--- config.mk ---
export PLATFORM = sky130hd
export DESIGN_NAME = bch_encoder_par_flat
export DESIGN_NICKNAME = d
export VERILOG_FILES = /design/src/rtl/bch_encoder_par_if.sv /design/src/rtl/bch_encoder_par.sv /design/src/flat_wrapper.sv
export SDC_FILE = /design/constraint.sdc
export NUM_CORES = 1
export LEC_CHECK = 0
export CAP_MARGIN = 25
export CORE_AREA = 2 2 48 50
export CTS_CLUSTER_DIAMETER = 150
export CTS_CLUSTER_SIZE = 30
export DETAILED_ROUTE_END_ITERATION = 10
export DIE_AREA = 0 0 50 52
export HOLD_SLACK_MARGIN = 0.12
export PLACE_DENSITY = 0.81
export SLEW_MARGIN = 20
export SYNTH_ARGS = -nofsm -noshare
export SYNTH_HDL_FRONTEND = slang
export SYNTH_SLANG_ARGS = --single-unit
--- constraint.sdc ---
create_clock -name clk -period 2.1 [get_ports clk]
set_input_delay 0.42 -clock clk [delete_from_list [all_inputs] [get_ports clk]]
set_output_delay 0.42 -clock clk [all_outputs]
set_load 0.05 [all_outputs]
--- src/rtl/bch_encoder_par_if.sv ---
// bch_encoder_par_if: bit-serial stream bundle between bit source, encoder and channel stage
//   in_valid/in_ready/in_data        : message bit stream into the encoder
//   out_valid/out_ready/out_data     : codeword bit stream out of the encoder
//   out_sof/out_last                 : first/last bit markers of each codeword
//   modport master : encoder side; modport slave : surrounding source/sink side
interface bch_encoder_par_if;
  logic in_valid;
  logic in_ready;
  logic in_data;
  logic out_valid;
  logic out_ready;
  logic out_data;
  logic out_sof;
  logic out_last;
  modport master (
    input  in_valid, in_data, out_ready,
    output in_ready, out_valid, out_data, out_sof, out_last
  );
  modport slave (
    output in_valid, in_data, out_ready,
    input  in_ready, out_valid, out_data, out_sof, out_last
  );
endinterface

--- src/rtl/bch_encoder_par.sv ---
// bch_encoder_par: serial systematic BCH/cyclic encoder, message bits forwarded then N-K parity bits appended
//   clk    : clock, rising edge
//   rst    : synchronous active-low reset
//   bypass : present only when BCH_ENC_BYPASS_EN is defined; latched at frame start, 1 = message-only frame
//   bus    : bch_encoder_par_if.master, valid/ready input bit stream and output codeword stream with sof/last
module bch_encoder_par #(
  parameter int N = 63,
  parameter int K = 51,
  parameter logic [N-K:0] GEN_POLY = 13'h1539
) (
  input logic clk,
  input logic rst,
`ifdef BCH_ENC_BYPASS_EN
  input logic bypass,
`endif
  bch_encoder_par_if.master bus
);
  localparam int R = N - K;
  localparam int CW = $clog2(N + 1);
  localparam logic [CW-1:0] KM1 = CW'(K - 1);
  localparam logic [CW-1:0] NM1 = CW'(N - 1);
  localparam logic [R-1:0] POLY = GEN_POLY[R-1:0];
  if (K >= N || !GEN_POLY[R] || !GEN_POLY[0]) begin : g_bad_params
    $error("bch_encoder_par: need K < N and GEN_POLY with x^(N-K) and x^0 terms set");
  end
  typedef enum logic {DATA, PAR} state_t;
  state_t state_q, state_d;
  logic [R-1:0] lfsr_q, lfsr_d;
  logic [CW-1:0] cnt_q, cnt_d;
  logic valid_q, valid_d, data_q, data_d, sof_q, sof_d, last_q, last_d;
  logic slot_free, accept, fb, byp;
`ifdef BCH_ENC_BYPASS_EN
  logic byp_q, byp_d;
  // the first bit of a frame sees the live bypass input, later bits the latched copy
  assign byp = (cnt_q == '0) ? bypass : byp_q;
  assign byp_d = (accept && cnt_q == '0) ? bypass : byp_q;
  always_ff @(posedge clk)
    byp_q <= !rst ? 1'b0 : byp_d;
`else
  assign byp = 1'b0;
`endif
  always_comb begin
    slot_free = !valid_q || bus.out_ready;
    bus.in_ready = rst && state_q == DATA && slot_free;
    accept = bus.in_valid && bus.in_ready;
    fb = bus.in_data ^ lfsr_q[R-1];
    state_d = state_q;
    lfsr_d = lfsr_q;
    cnt_d = cnt_q;
    valid_d = slot_free ? 1'b0 : valid_q;
    data_d = data_q;
    sof_d = sof_q;
    last_d = last_q;
    if (accept) begin
      valid_d = 1'b1;
      data_d = bus.in_data;
      sof_d = cnt_q == '0;
      last_d = byp && cnt_q == KM1;
      lfsr_d = (lfsr_q << 1) ^ (fb ? POLY : '0);
      cnt_d = cnt_q + 1'b1;
      if (cnt_q == KM1) begin
        state_d = byp ? DATA : PAR;
        cnt_d = byp ? '0 : cnt_d;
        lfsr_d = byp ? '0 : lfsr_d;
      end
    end else if (state_q == PAR && slot_free) begin
      valid_d = 1'b1;
      data_d = lfsr_q[R-1];
      sof_d = 1'b0;
      last_d = cnt_q == NM1;
      lfsr_d = lfsr_q << 1;
      cnt_d = cnt_q + 1'b1;
      if (cnt_q == NM1) begin
        state_d = DATA;
        cnt_d = '0;
        lfsr_d = '0;
      end
    end
  end
  always_ff @(posedge clk) begin
    if (!rst) begin
      state_q <= DATA;
      lfsr_q <= '0;
      cnt_q <= '0;
      valid_q <= 1'b0;
      data_q <= 1'b0;
      sof_q <= 1'b0;
      last_q <= 1'b0;
    end else begin
      state_q <= state_d;
      lfsr_q <= lfsr_d;
      cnt_q <= cnt_d;
      valid_q <= valid_d;
      data_q <= data_d;
      sof_q <= sof_d;
      last_q <= last_d;
    end
  end
  assign bus.out_valid = valid_q;
  assign bus.out_data = data_q;
  assign bus.out_sof = sof_q;
  assign bus.out_last = last_q;
endmodule

--- src/flat_wrapper.sv ---
// flat-port wrapper written by rule: the top's interface ports become plain ports
module bch_encoder_par_flat 
#(
  parameter int N = 63,
  parameter int K = 51,
  parameter logic [N-K:0] GEN_POLY = 13'h1539
)
  (clk, rst, bus_in_valid, bus_in_data, bus_out_ready, bus_in_ready, bus_out_valid, bus_out_data, bus_out_sof, bus_out_last);
  bch_encoder_par_if bus_i ();
  input logic clk;
  input logic rst;
  input wire logic [$bits(bus_i.in_valid)-1:0] bus_in_valid;
  input wire logic [$bits(bus_i.in_data)-1:0] bus_in_data;
  input wire logic [$bits(bus_i.out_ready)-1:0] bus_out_ready;
  output wire logic [$bits(bus_i.in_ready)-1:0] bus_in_ready;
  output wire logic [$bits(bus_i.out_valid)-1:0] bus_out_valid;
  output wire logic [$bits(bus_i.out_data)-1:0] bus_out_data;
  output wire logic [$bits(bus_i.out_sof)-1:0] bus_out_sof;
  output wire logic [$bits(bus_i.out_last)-1:0] bus_out_last;
  assign bus_i.in_valid = bus_in_valid;
  assign bus_i.in_data = bus_in_data;
  assign bus_i.out_ready = bus_out_ready;
  assign bus_in_ready = bus_i.in_ready;
  assign bus_out_valid = bus_i.out_valid;
  assign bus_out_data = bus_i.out_data;
  assign bus_out_sof = bus_i.out_sof;
  assign bus_out_last = bus_i.out_last;
  bch_encoder_par #(.N(N), .K(K), .GEN_POLY(GEN_POLY)) u_core (.clk(clk), .rst(rst), .bus(bus_i));
endmodule
==> flow_metrics.tcl, run 1 <==
set metrics [dict create \
    cts_tree "done" \
    firstDrtPassIters 4 \
    min_period_ps 1945 \
    hpwl_um 1603 \
    p_per_area_nw_per_um2 574.9 \
    total_power_mw 0.7632 \
    drive_above_1_share 0.1579 \
    r2r_slack_ps 340 \
    yosysMostFrequentCell "dfxtp_1" \
    cts_setup_buffers 0 \
    diodes 0 \
    multi_input_area_um2 594.3 \
    ys.flop_type "dfxtp_1" \
    cts_buffer_depth 2 \
    crit_path_cell_trace "clkdlybuf4s50_1 > buf_4 > clkinv_1 > nor3_2 > buf_12" \
    cts_buffers 3 \
    grt_start_max_net_pins 14 \
    clkTransAtPathRegs_ps 120 \
    tightest_slew_ps 524.3 \
    syn_area_um2 1096 \
    fin_crit_sh 0.9260 \
    synth-seq-area-share 0.4201 \
    wl_um 2099 \
    finalClockSkew_ps 5.185 \
    netlist_instances 115 \
    drt_iter0_drc 9 \
    drc 0 \
    total_leakage_power_nw 0.4692 \
    num_io_pins 10 \
    yosysWarnings 0 \
    fin_tns_setup_ps 0 \
    h-tree-depth 1 \
    critical_path.top_delay_family "buffers and inverters" \
    postRouteAntennaNets 0 \
    status "completed" \
    dr_total_vias 852 \
    grt-ovfl-total 0 \
    grt_use_total 0.1832 \
    syn_avg_cell_area_um2 9.531 \
    cp-start-kind "input port" \
    start_util 0.5205 \
    ys_types 34 \
    max_slew_margin 0.6504 \
    whs_ps 461.5 \
    syn_nets 123 \
    antenna_found_initial 0 \
    rsz0062_at_grt "false" \
    clock-root-buffer "clkbuf_4" \
    avgRoutedWirePerCell_um 13.04 \
    cp.depth 5 \
    die_area_um2 2600 \
    synth_area_leaders "dfxtp_1 42%, xnor2_1 7.2%, nor3b_1 5.5%, o21a_1 4.8%, a32o_1 4.6%" \
    die_h_um 52 \
    maxCapViolations 0 \
    ys_ff_latch 23 \
    placed_area_um2 1300 \
    synth_edf_count 0 \
    yosys-top-cells-count "23 x dfxtp_1, 9 x xnor2_1, 8 x nor3b_1" \
    numClockSinks 23 \
    finalWeightedCongestion 0.8307 \
    cp-endpoint "bus_in_ready" \
    drv_slew 0 \
    r2r_end "u_core.lfsr_q[5]$_SDFFE_PN0P_" \
    hold_violations 0 \
    slowest_delay_ps 490 \
    clk-insertion-delay-late_ps 310 \
    dieWidth_um 50 \
    hold_class "reg -> reg" \
    max_freq_mhz 514.3 \
    r2r-start "u_core.cnt_q[1]$_SDFFE_PN0P_" \
    port_buffers 9 \
    vias_per_cell 5.292 \
    synth_top_cell_area_share 0.4201 \
    areaGrowthSynthToFinish_pct 21.12 \
    crit_buf_inv 4 \
    ctsHoldBuffers 0 \
    arrival_ps 1520 \
    cpMaxStageDelayCell "clkdlybuf4s50_1" \
    async_flop_share 0 \
    ir_drop_mv 0.4494 \
    grt_pass1_vias 843 \
    timing_worst_setup_path_type "in -> out" \
    num-fill-cells 179 \
    worst_r2r_path_depth 5 \
    register_area_um2 460.4 \
    floorplan.rows 17 \
    worstPathMaxFanout 3 \
    setup.worst_path.start "rst" \
    core_area_um2 2106 \
    setup_violations 0 \
    fin_nets 142 \
    yosys.area.top_type "dfxtp_1" \
    post-route-cell-area_um2 1328 \
    worstSetupEndpointType "output port" \
    grt_pass1_wl_um 3663 \
    worst_ep_required_time_ps 1680 \
    post_cts_resized 0 \
]
-- power breakdown --
part           internal (mW)  switching (mW)  leakage [nW]
Combinational         0.0519          0.0614         0.265
Sequential             0.445         0.00682         0.186
Clock                 0.0711           0.127        0.0177
Total                  0.568           0.195         0.469
-- metal layers --
metal | GRT usage | share of wire
met1 | 0.2254 | 0.47
met2 | 0.3289 | 0.50
met3 | 0.02586 | 0.021
met4 | 0.05556 | 0.0086
met5 | 0 | 0
-- worst min-delay path by stage --
stage	from	endpoint	slack, ps	depth (start not counted)
2_1_floorplan	u_core.lfsr_q[0]$_SDFFE_PN0P_	u_core.lfsr_q[0]$_SDFFE_PN0P_	430	2
3_3_place_gp	u_core.bus.out_sof$_SDFFE_PN0P_	u_core.bus.out_sof$_SDFFE_PN0P_	440	2
3_5_place_dp	u_core.bus.out_sof$_SDFFE_PN0P_	u_core.bus.out_sof$_SDFFE_PN0P_	450	2
4_1_cts	u_core.bus.out_sof$_SDFFE_PN0P_	u_core.bus.out_sof$_SDFFE_PN0P_	460	2
5_1_grt	u_core.bus.out_sof$_SDFFE_PN0P_	u_core.bus.out_sof$_SDFFE_PN0P_	480	2
6_report	u_core.bus.out_sof$_SDFFE_PN0P_	u_core.bus.out_sof$_SDFFE_PN0P_	460	2
-- tightest hold or removal path, delay by kind of cell, from the launching register on --
family / cells / cell delay [ps]
compound gates: 1 / 50
flops: 1 / 330
simple gates: 1 / 50
-- sequential cells by signal, summed over array words and instances (netlist names) --
name,count
u_core.bus.out_valid,1
u_core.state_q,1
u_core.lfsr_q,12
u_core.cnt_q,6
u_core.bus.out_data,1
u_core.bus.out_sof,1
u_core.bus.out_last,1
-- per-stage QoR --
step / instances / worst slack, ps / util
after global routing: 161 / 117.1 / 0.6304
after floorplan: 115 / 255.8 / -
after detailed placement: 157 / -17.41 / 0.6174
after global placement: 157 / 7.679 / 0.6174
after CTS: 161 / 149.4 / 0.6304
final: 161 / 155.5 / 0.6304
-- area by class of cell --
cell class / count / share of cell area
timing repair buffer: 20 / 0.1470
clock buffer: 3 / 0.01697
inverter: 4 / 0.01131
tap: 28 / 0.02639
multi-input combinational: 82 / 0.4477
clock inverter: 1 / 0.003770
sequential: 23 / 0.3468
-- logic make-up (layout without fill, tap and decap cells) --
kind of cell / after synthesis / count (layout) / synth area share
AO/OA/AOI/OAI: 23 / 23 / 0.1758
XOR/XNOR: 10 / 10 / 0.07991
AND/OR/NAND/NOR: 46 / 46 / 0.2477
buffers and inverters: 10 / 28 / 0.04223
flip-flops: 23 / 23 / 0.4201
adder cells (fa/ha/maj): 3 / 3 / 0.03425
-- cells in the final DEF, fill, tap and decap left out, types with 5 or more instances in the layout --
cell | netlist | layout
a21oi_1 | 6 | 6
a32o_1 | 5 | 5
and2_1 | 7 | 7
buf_4 | 1 | 10
clkdlybuf4s50_1 | 0 | 8
dfxtp_1 | 23 | 23
nand2_1 | 6 | 6
nor2_1 | 7 | 7
nor3b_1 | 8 | 8
o21a_1 | 7 | 7
xnor2_1 | 9 | 9
Note: power is estimated with default switching activity, not from simulation.
==> run 2, diff against run 1 <==
Settings changed: CELL_PAD_IN_SITES_DETAIL_PLACEMENT from default to 0, CELL_PAD_IN_SITES_GLOBAL_PLACEMENT from default to 1, CORE_AREA 2 2 48 50 to 2 2 55 57, DIE_AREA 0 0 50 52 to 0 0 57 59, PLACE_DENSITY 0.81 to 0.79.
==> flow_metrics.tcl, run 2 (synthesis results as in run 1) <==
set metrics [dict create \
    slowest_delay_ps 490 \
    finalClockSkew_ps 9.908 \
    grt_start_max_net_pins 15 \
    antenna_found_initial 0 \
    avgRoutedWirePerCell_um 12.90 \
    grt_use_total 0.1386 \
    drive_above_1_share 0.1704 \
    cts_setup_buffers 0 \
    ir_drop_mv 0.3929 \
    gr-usage-met1 0.1553 \
    max_freq_mhz 514.1 \
    finalWeightedCongestion 0.7425 \
    max_slew_margin 0.6579 \
    seqPwrFrac 0.583 \
    grt_pass1_wl_um 3636 \
    hpwl_um 1665 \
    num_io_pins 10 \
    areaGrowthSynthToFinish_pct 21.92 \
    cpMaxStageDelayCell "clkdlybuf4s50_1" \
    ctsHoldBuffers 0 \
    num-fill-cells 252 \
    fin_crit_sh 0.9262 \
    drv_slew 0 \
    top_usage_layer "met2" \
    arrival_ps 1530 \
    worst_slack_ps 154.9 \
    drt_iter0_drc 20 \
    postRouteAntennaNets 0 \
    crit_path_cell_trace "clkdlybuf4s50_1 > buf_4 > clkinv_1 > nor3_2 > buf_12" \
    hold_class "reg -> reg" \
    dr_total_vias 855 \
    pwr-share-comb 0.143 \
    dieWidth_um 57 \
    wl_um 2142 \
    cp-start-kind "input port" \
    post-route-cell-area_um2 1336 \
    p_per_area_nw_per_um2 581.2 \
    most-common-layout-cells "23 x dfxtp_1, 13 x buf_4, 9 x xnor2_1" \
    worstPathMaxFanout 3 \
    grtUsageMet3 0.04803 \
    firstDrtPassIters 4 \
    hold_violations 0 \
    diodes 0 \
    top_register "u_core.lfsr_q" \
    clock-root-buffer "clkbuf_4" \
    min_period_ps 1945 \
    fin_nets 144 \
    p_sw_mw 0.2077 \
    fin_tns_setup_ps 0 \
    port_buffers 9 \
    core_area_um2 2710 \
    clk-insertion-delay-late_ps 310 \
    grt_pass1_vias 855 \
    grt-ovfl-total 0 \
    post_cts_resized 0 \
    floorplan.rows 19 \
    total_leakage_power_nw 0.4684 \
    swShare 0.2675 \
    clkTransAtPathRegs_ps 140 \
    worst_ep_required_time_ps 1680 \
    placed_area_um2 1306 \
    rsz0062_at_grt "false" \
    status "completed" \
    cts_tree "done" \
    timing_worst_setup_path_type "in -> out" \
    grt_util_met2 0.2594 \
    die_h_um 59 \
    cts_buffer_depth 2 \
    whs_ps 468.3 \
    start_util 0.4044 \
    dp_slack_ps -42.86 \
    worstSetupEndpointType "output port" \
    maxCapViolations 0 \
    die_area_um2 3363 \
    top_regs "u_core.lfsr_q (12), u_core.cnt_q (6)" \
    largest_reg_flops 12 \
    tightest_slew_ps 513.2 \
    vias_per_cell 5.151 \
    cts_buffers 3 \
    setup_violations 0 \
    p_int_mw 0.5689 \
    numClockSinks 23 \
    clockPowerShare 0.274 \
    drc 0 \
    layout_commonest_cell "dfxtp_1" \
    h-tree-depth 1 \
]
-- run 2: cell count changes in the layout (fill, tap and decap cells not counted) --
cell | previous run | this run
buf_12 | 2 | 1
buf_4 | 10 | 13
clkinv_2 | 1 | 0
clkinvlp_4 | 0 | 1
-- run 2: layer usage --
layer	up-vias	wire length (µm)
met4	0	13
met2	9	1082
met5	-	0
met3	2	61
met1	397	985
li1	447	-
-- run 2: worst paths after layout --
| path | from | endpoint | slack (ps) | depth (start not counted) |
|---|---|---|---|---|
| worst max-delay path | rst | bus_in_ready | 150 | 5 |
| worst min-delay path | u_core.lfsr_q[0]$_SDFFE_PN0P_ | u_core.lfsr_q[0]$_SDFFE_PN0P_ | 470 | 2 |
| worst max register to register | u_core.cnt_q[0]$_SDFFE_PN0P_ | u_core.lfsr_q[5]$_SDFFE_PN0P_ | 360 | 6 |
| worst min register to register | u_core.lfsr_q[0]$_SDFFE_PN0P_ | u_core.lfsr_q[0]$_SDFFE_PN0P_ | 470 | 2 |
-- run 2: per-stage QoR --
stage	cells	util	power, mW
floorplan	115	-	0.5263
global placement	162	0.4820	0.5714
detailed placement	162	0.4820	0.5740
CTS	166	0.4931	0.7859
global route	166	0.4931	0.8137
finish	166	0.4931	0.7766
-- run 2: worst max-delay path, delay by kind of cell --
| family | cells | cell delay, ps |
|---|---|---|
| buf+inv | 4 | 870 |
| simple gates | 1 | 230 |
-- run 2: area by class of cell --
type | instances | area, µm² | area share
clock buffers | 3 | 22.52 | 0.01685
well taps | 31 | 38.79 | 0.02903
inverters | 4 | 15.01 | 0.01124
multi-input cells | 82 | 594.3 | 0.4448
flip-flops and latches | 23 | 460.4 | 0.3446
clock inverters | 1 | 7.507 | 0.005618
repair buffers | 22 | 197.7 | 0.1479
-- run 2: power groups by stage --
stage                     Combinational [mW]  Clock (mW)  Sequential (mW)
after floorplan                       0.0541           0            0.472
after global placement                 0.110           0            0.462
after detailed placement               0.112           0            0.462
after CTS                              0.112       0.221            0.452
after global routing                   0.121       0.239            0.454
final                                  0.111       0.213            0.452
==> RTL edit 1, RTL diff (config.mk and constraints of run 1) <==
Take the reset off `lfsr_q` and load it in a clocked block of its own.
--- a/src/rtl/bch_encoder_par.sv
+++ b/src/rtl/bch_encoder_par.sv
@@ -80,7 +80,6 @@
   always_ff @(posedge clk) begin
     if (!rst) begin
       state_q <= DATA;
-      lfsr_q <= '0;
       cnt_q <= '0;
       valid_q <= 1'b0;
       data_q <= 1'b0;
@@ -88,7 +87,6 @@
       last_q <= 1'b0;
     end else begin
       state_q <= state_d;
-      lfsr_q <= lfsr_d;
       cnt_q <= cnt_d;
       valid_q <= valid_d;
       data_q <= data_d;
@@ -96,6 +94,10 @@
       last_q <= last_d;
     end
   end
+
+  always_ff @(posedge clk) begin
+    lfsr_q <= lfsr_d;
+  end
   assign bus.out_valid = valid_q;
   assign bus.out_data = data_q;
   assign bus.out_sof = sof_q;
Behaviour: same outputs for any inputs over 10 cycles, from zero or initial values and one cycle with rst low; that may be too few to reach the edited logic, so the function may still have changed.
==> RTL edit 1 against run 1 <==
- final area fell by 4.1%
- final cell count fell by 12%
- synthesized area rose by 0.11%
- combinational power fell by 9.7%
- core utilization fell by 2.6 points
- routed wire length fell by 14%
- sequential cell count did not move
- maximum frequency rose by 0.49%
- highest routed layer is now met3
- worst setup slack improved by 0.0095 ns
- critical path depth fell by 1
- total power rose by 4.7%
- worst hold slack improved by 0.025 ns
==> RTL edit 1: results <==
metrics = {
    "global_routing": {
        "use_met2": 0.257,
        "grt_pass1_vias": 690,
        "gr-usage-all-layers": 0.152,
        "met1_usage": 0.193,
        "grt_pass1_wl_mm": 2.99,
    },
    "placement": {
        "dp_hpwl_mm": 1.35,
        "gp_congestion": 0.724,
    },
    "timing": {
        "tightest_slew_ns": 0.492,
        "fin_crit_ns": 1.93,
        "hold_ws_ns": 0.487,
        "skew_ns": 0.00338,
    },
    "cells_and_area": {
        "drive_gt1_frac": 0.186,
        "fillers": 175,
        "nets": 122,
    },
    "yosys": {
        "synth_compound_area_frac": 0.113,
        "yosys.area.top_type": "edfxtp_1",
        "synthTopCellsByCount": "13 x nor2_1, 12 x edfxtp_1, 11 x dfxtp_1, 8 x and2_1",
        "synthTopCellsByArea": "edfxtp_1 33%, dfxtp_1 20%, and2_1 4.6%",
        "synth_edf_count": 12,
        "synth_nets": 105,
        "synth_xor_area_frac": 0.0479,
    },
    "detailed_routing": {
        "met3_length_um": 56,
        "drt-initial-drc-count": 7,
    },
    "worst_setup_path": {
        "r2r-end": "u_core.lfsr_q[5]",
        "path_max_fanout": 4,
    },
    "status": {
        "status": "complete, no violations",
    },
    "power": {
        "intPower_mw": 0.611,
    },
}
[RTL edit 1: cell count changes after synthesis, sizes merged, moves of 4 or more]
cell    delta
nor2       +8
a32o       -5
xnor2      -4
o21ai      +4
dfxtp     -12
nor3b      -6
a31o       +5
edfxtp    +12
o21a       -7
a21oi      -4
[RTL edit 1: power by group through the flow]
stage / Clock (mW) / Sequential (mW) / Combinational, mW
CTS: 0.203 / 0.500 / 0.103
detailed placement: 0 / 0.510 / 0.103
global route: 0.223 / 0.502 / 0.111
global placement: 0 / 0.509 / 0.100
finish: 0.196 / 0.500 / 0.102
floorplan: 0 / 0.521 / 0.0520
[RTL edit 1: layout make-up]
class	instances	area, µm²	share of cell area
Multi-Input combinational cell	68	475	0.373
Tap cell	28	35.0	0.0275
Clock buffer	4	26.3	0.0206
Timing Repair Buffer	15	145	0.114
Sequential cell	23	581	0.456
Inverter	3	11.3	0.00884
==> RTL edit 2, RTL diff (config.mk and constraints of run 1) <==
Without the edit above. Compare `cnt_q` against `NM1` with >= in place of ==.
--- a/src/rtl/bch_encoder_par.sv
+++ b/src/rtl/bch_encoder_par.sv
@@ -67,7 +67,7 @@
       valid_d = 1'b1;
       data_d = lfsr_q[R-1];
       sof_d = 1'b0;
-      last_d = cnt_q == NM1;
+      last_d = cnt_q >= NM1;
       lfsr_d = lfsr_q << 1;
       cnt_d = cnt_q + 1'b1;
       if (cnt_q == NM1) begin
Behaviour: no difference found for any inputs over 10 cycles, from zero or initial values and one cycle with rst low; that may be too few to reach the edited logic, so the function may still have changed.
==> RTL edit 2 against run 1 <==
- sequential cell count unchanged
- sequential power increased by 2%
- routed wire length increased by 9.2%
- clock skew decreased by 0.0020 ns
- synthesized area decreased by 0.46%
- critical path type unchanged
- via count increased by 14%
- combinational power increased by 9.7%
- final area decreased by 1.6%
- worst setup slack improved by 0.037 ns
- total power increased by 3.3%
- sequential share of layout area increased by 0.56 points
- maximum frequency increased by 1.9%
- non-clock buffer count decreased by 1
==> RTL edit 2: results <==
metrics = {
    "placement": {
        "dp_hpwl_mm": 1.73,
        "post_dp_cell_area_um2": 1280,
        "port_buffers": 9,
        "dp_slack_ns": -0.0166,
        "dpl.cell_count": 167,
        "gp_congestion": 0.826,
    },
    "timing": {
        "skew_ns": 0.00322,
        "tightest_slew_ns": 0.621,
        "worst_slack_ns": 0.192,
    },
    "yosys": {
        "async_flop_share": 0,
        "syn_inst": 126,
        "synthTopCellsByArea": "dfxtp_1 42%, nor2_1 6.5%, xor2_1 5.6%",
        "yosysUniqueCellTypes": 32,
        "synthTopCellsByCount": "23 x dfxtp_1, 19 x nor2_1, 11 x nand2_1, 11 x nand3_1",
        "yosysSeqAreaShare": 0.422,
    },
    "worst_setup_path": {
        "worstSetupStartpoint": "rst",
        "r2r-end": "u_core.cnt_q[1]",
        "cp_slowest_cell": "clkdlybuf4s50_1",
        "path_max_fanout": 5,
        "cp-endpoint": "bus_in_ready",
        "worstRegToRegCells": 6,
        "cp_slowest_stage_delay_ns": 0.56,
        "cp.arrival_ns": 1.49,
        "regToRegSetupSlack_ns": 0.40,
        "r2r_start": "u_core.cnt_q[0]",
    },
    "detailed_routing": {
        "drt-pass1-iter-count": 4,
        "drt_wl_total_mm": 2.29,
        "drt-initial-drc-count": 18,
        "via_per_inst": 5.67,
    },
    "clock_network": {
        "postCtsSetupBuffers": 0,
        "clk_pin_slew_ns": 0.12,
        "htreeDepth": 1,
        "cts_made_buffers": 3,
        "clock-root-buffer": "clkbuf_4",
        "clk_path_buf_depth": 2,
        "clk_latency_ns": 0.30,
        "ctsResizeCount": 0,
    },
    "global_routing": {
        "antenna_found_initial": 0,
        "gr-usage-all-layers": 0.199,
        "grt_pass1_vias": 902,
        "grt_pass1_wl_mm": 3.95,
        "grt_max_degree": 14,
    },
    "power": {
        "ir_drop_mv": 0.393,
        "p_leak_nw": 0.508,
    },
    "cells_and_area": {
        "drive_gt1_frac": 0.140,
        "nets": 152,
        "reg_top3": "u_core.lfsr_q x12, u_core.cnt_q x6",
        "antenna_cells": 0,
        "layoutNonFillerInstCount": 171,
    },
    "hold_path": {
        "hp-class": "reg -> reg",
    },
    "status": {
        "status": "complete, no violations",
    },
}
==> RTL edit 2: logic make-up after synthesis <==
group / count (synthesis) / synth area share
buf+inv: 10 / 0.0390
fa+ha+maj: 3 / 0.0344
flops: 23 / 0.422
simple gates: 55 / 0.252
compound gates: 25 / 0.172
xor+xnor: 10 / 0.0803
==> RTL edit 2: final cells by class <==
class	count	area [µm²]
Sequential cell	23	460
Clock inverter	1	5.00
Tap cell	28	35.0
Fill cell	190	800
Timing Repair Buffer	19	175
Multi-Input combinational cell	93	593
Clock buffer	3	22.5
Inverter	4	15.0
==> RTL edit 2: routing by layer <==
| layer | vias to the layer above | track usage | wire length [µm] |
|---|---|---|---|
| li1 | 479 | - | - |
| met1 | 461 | 0.234 | 1030 |
| met2 | 22 | 0.349 | 1160 |
| met3 | 7 | 0.0287 | 70 |
| met4 | 0 | 0.106 | 35 |
| met5 | - | 0 | 0 |
==> RTL edit 2: how the worst min path moves through the flow <==
stage | slack (ns) | endpoint | from | depth (start not counted)
5_1_grt | 0.49 | u_core.bus.out_last | u_core.bus.out_last | 2
3_5_place_dp | 0.44 | u_core.bus.out_last | u_core.bus.out_last | 2
6_report | 0.46 | u_core.bus.out_last | u_core.bus.out_last | 2
2_1_floorplan | 0.44 | u_core.lfsr_q[0] | u_core.lfsr_q[0] | 2
4_1_cts | 0.46 | u_core.bus.out_last | u_core.bus.out_last | 2
3_3_place_gp | 0.44 | u_core.bus.out_last | u_core.bus.out_last | 2
==> RTL edit 2: power by group <==
part           switching, mW  internal [mW]  leakage, nW
registers             0.0107          0.452        0.187
logic                 0.0714         0.0526        0.303
clock network          0.131         0.0710       0.0177
total                  0.213          0.575        0.508
==> RTL edit 2: critical path, delay by kind of cell <==
family	cells	cell delay (ns)
simple gates	1	0.23
buf+inv	3	0.84
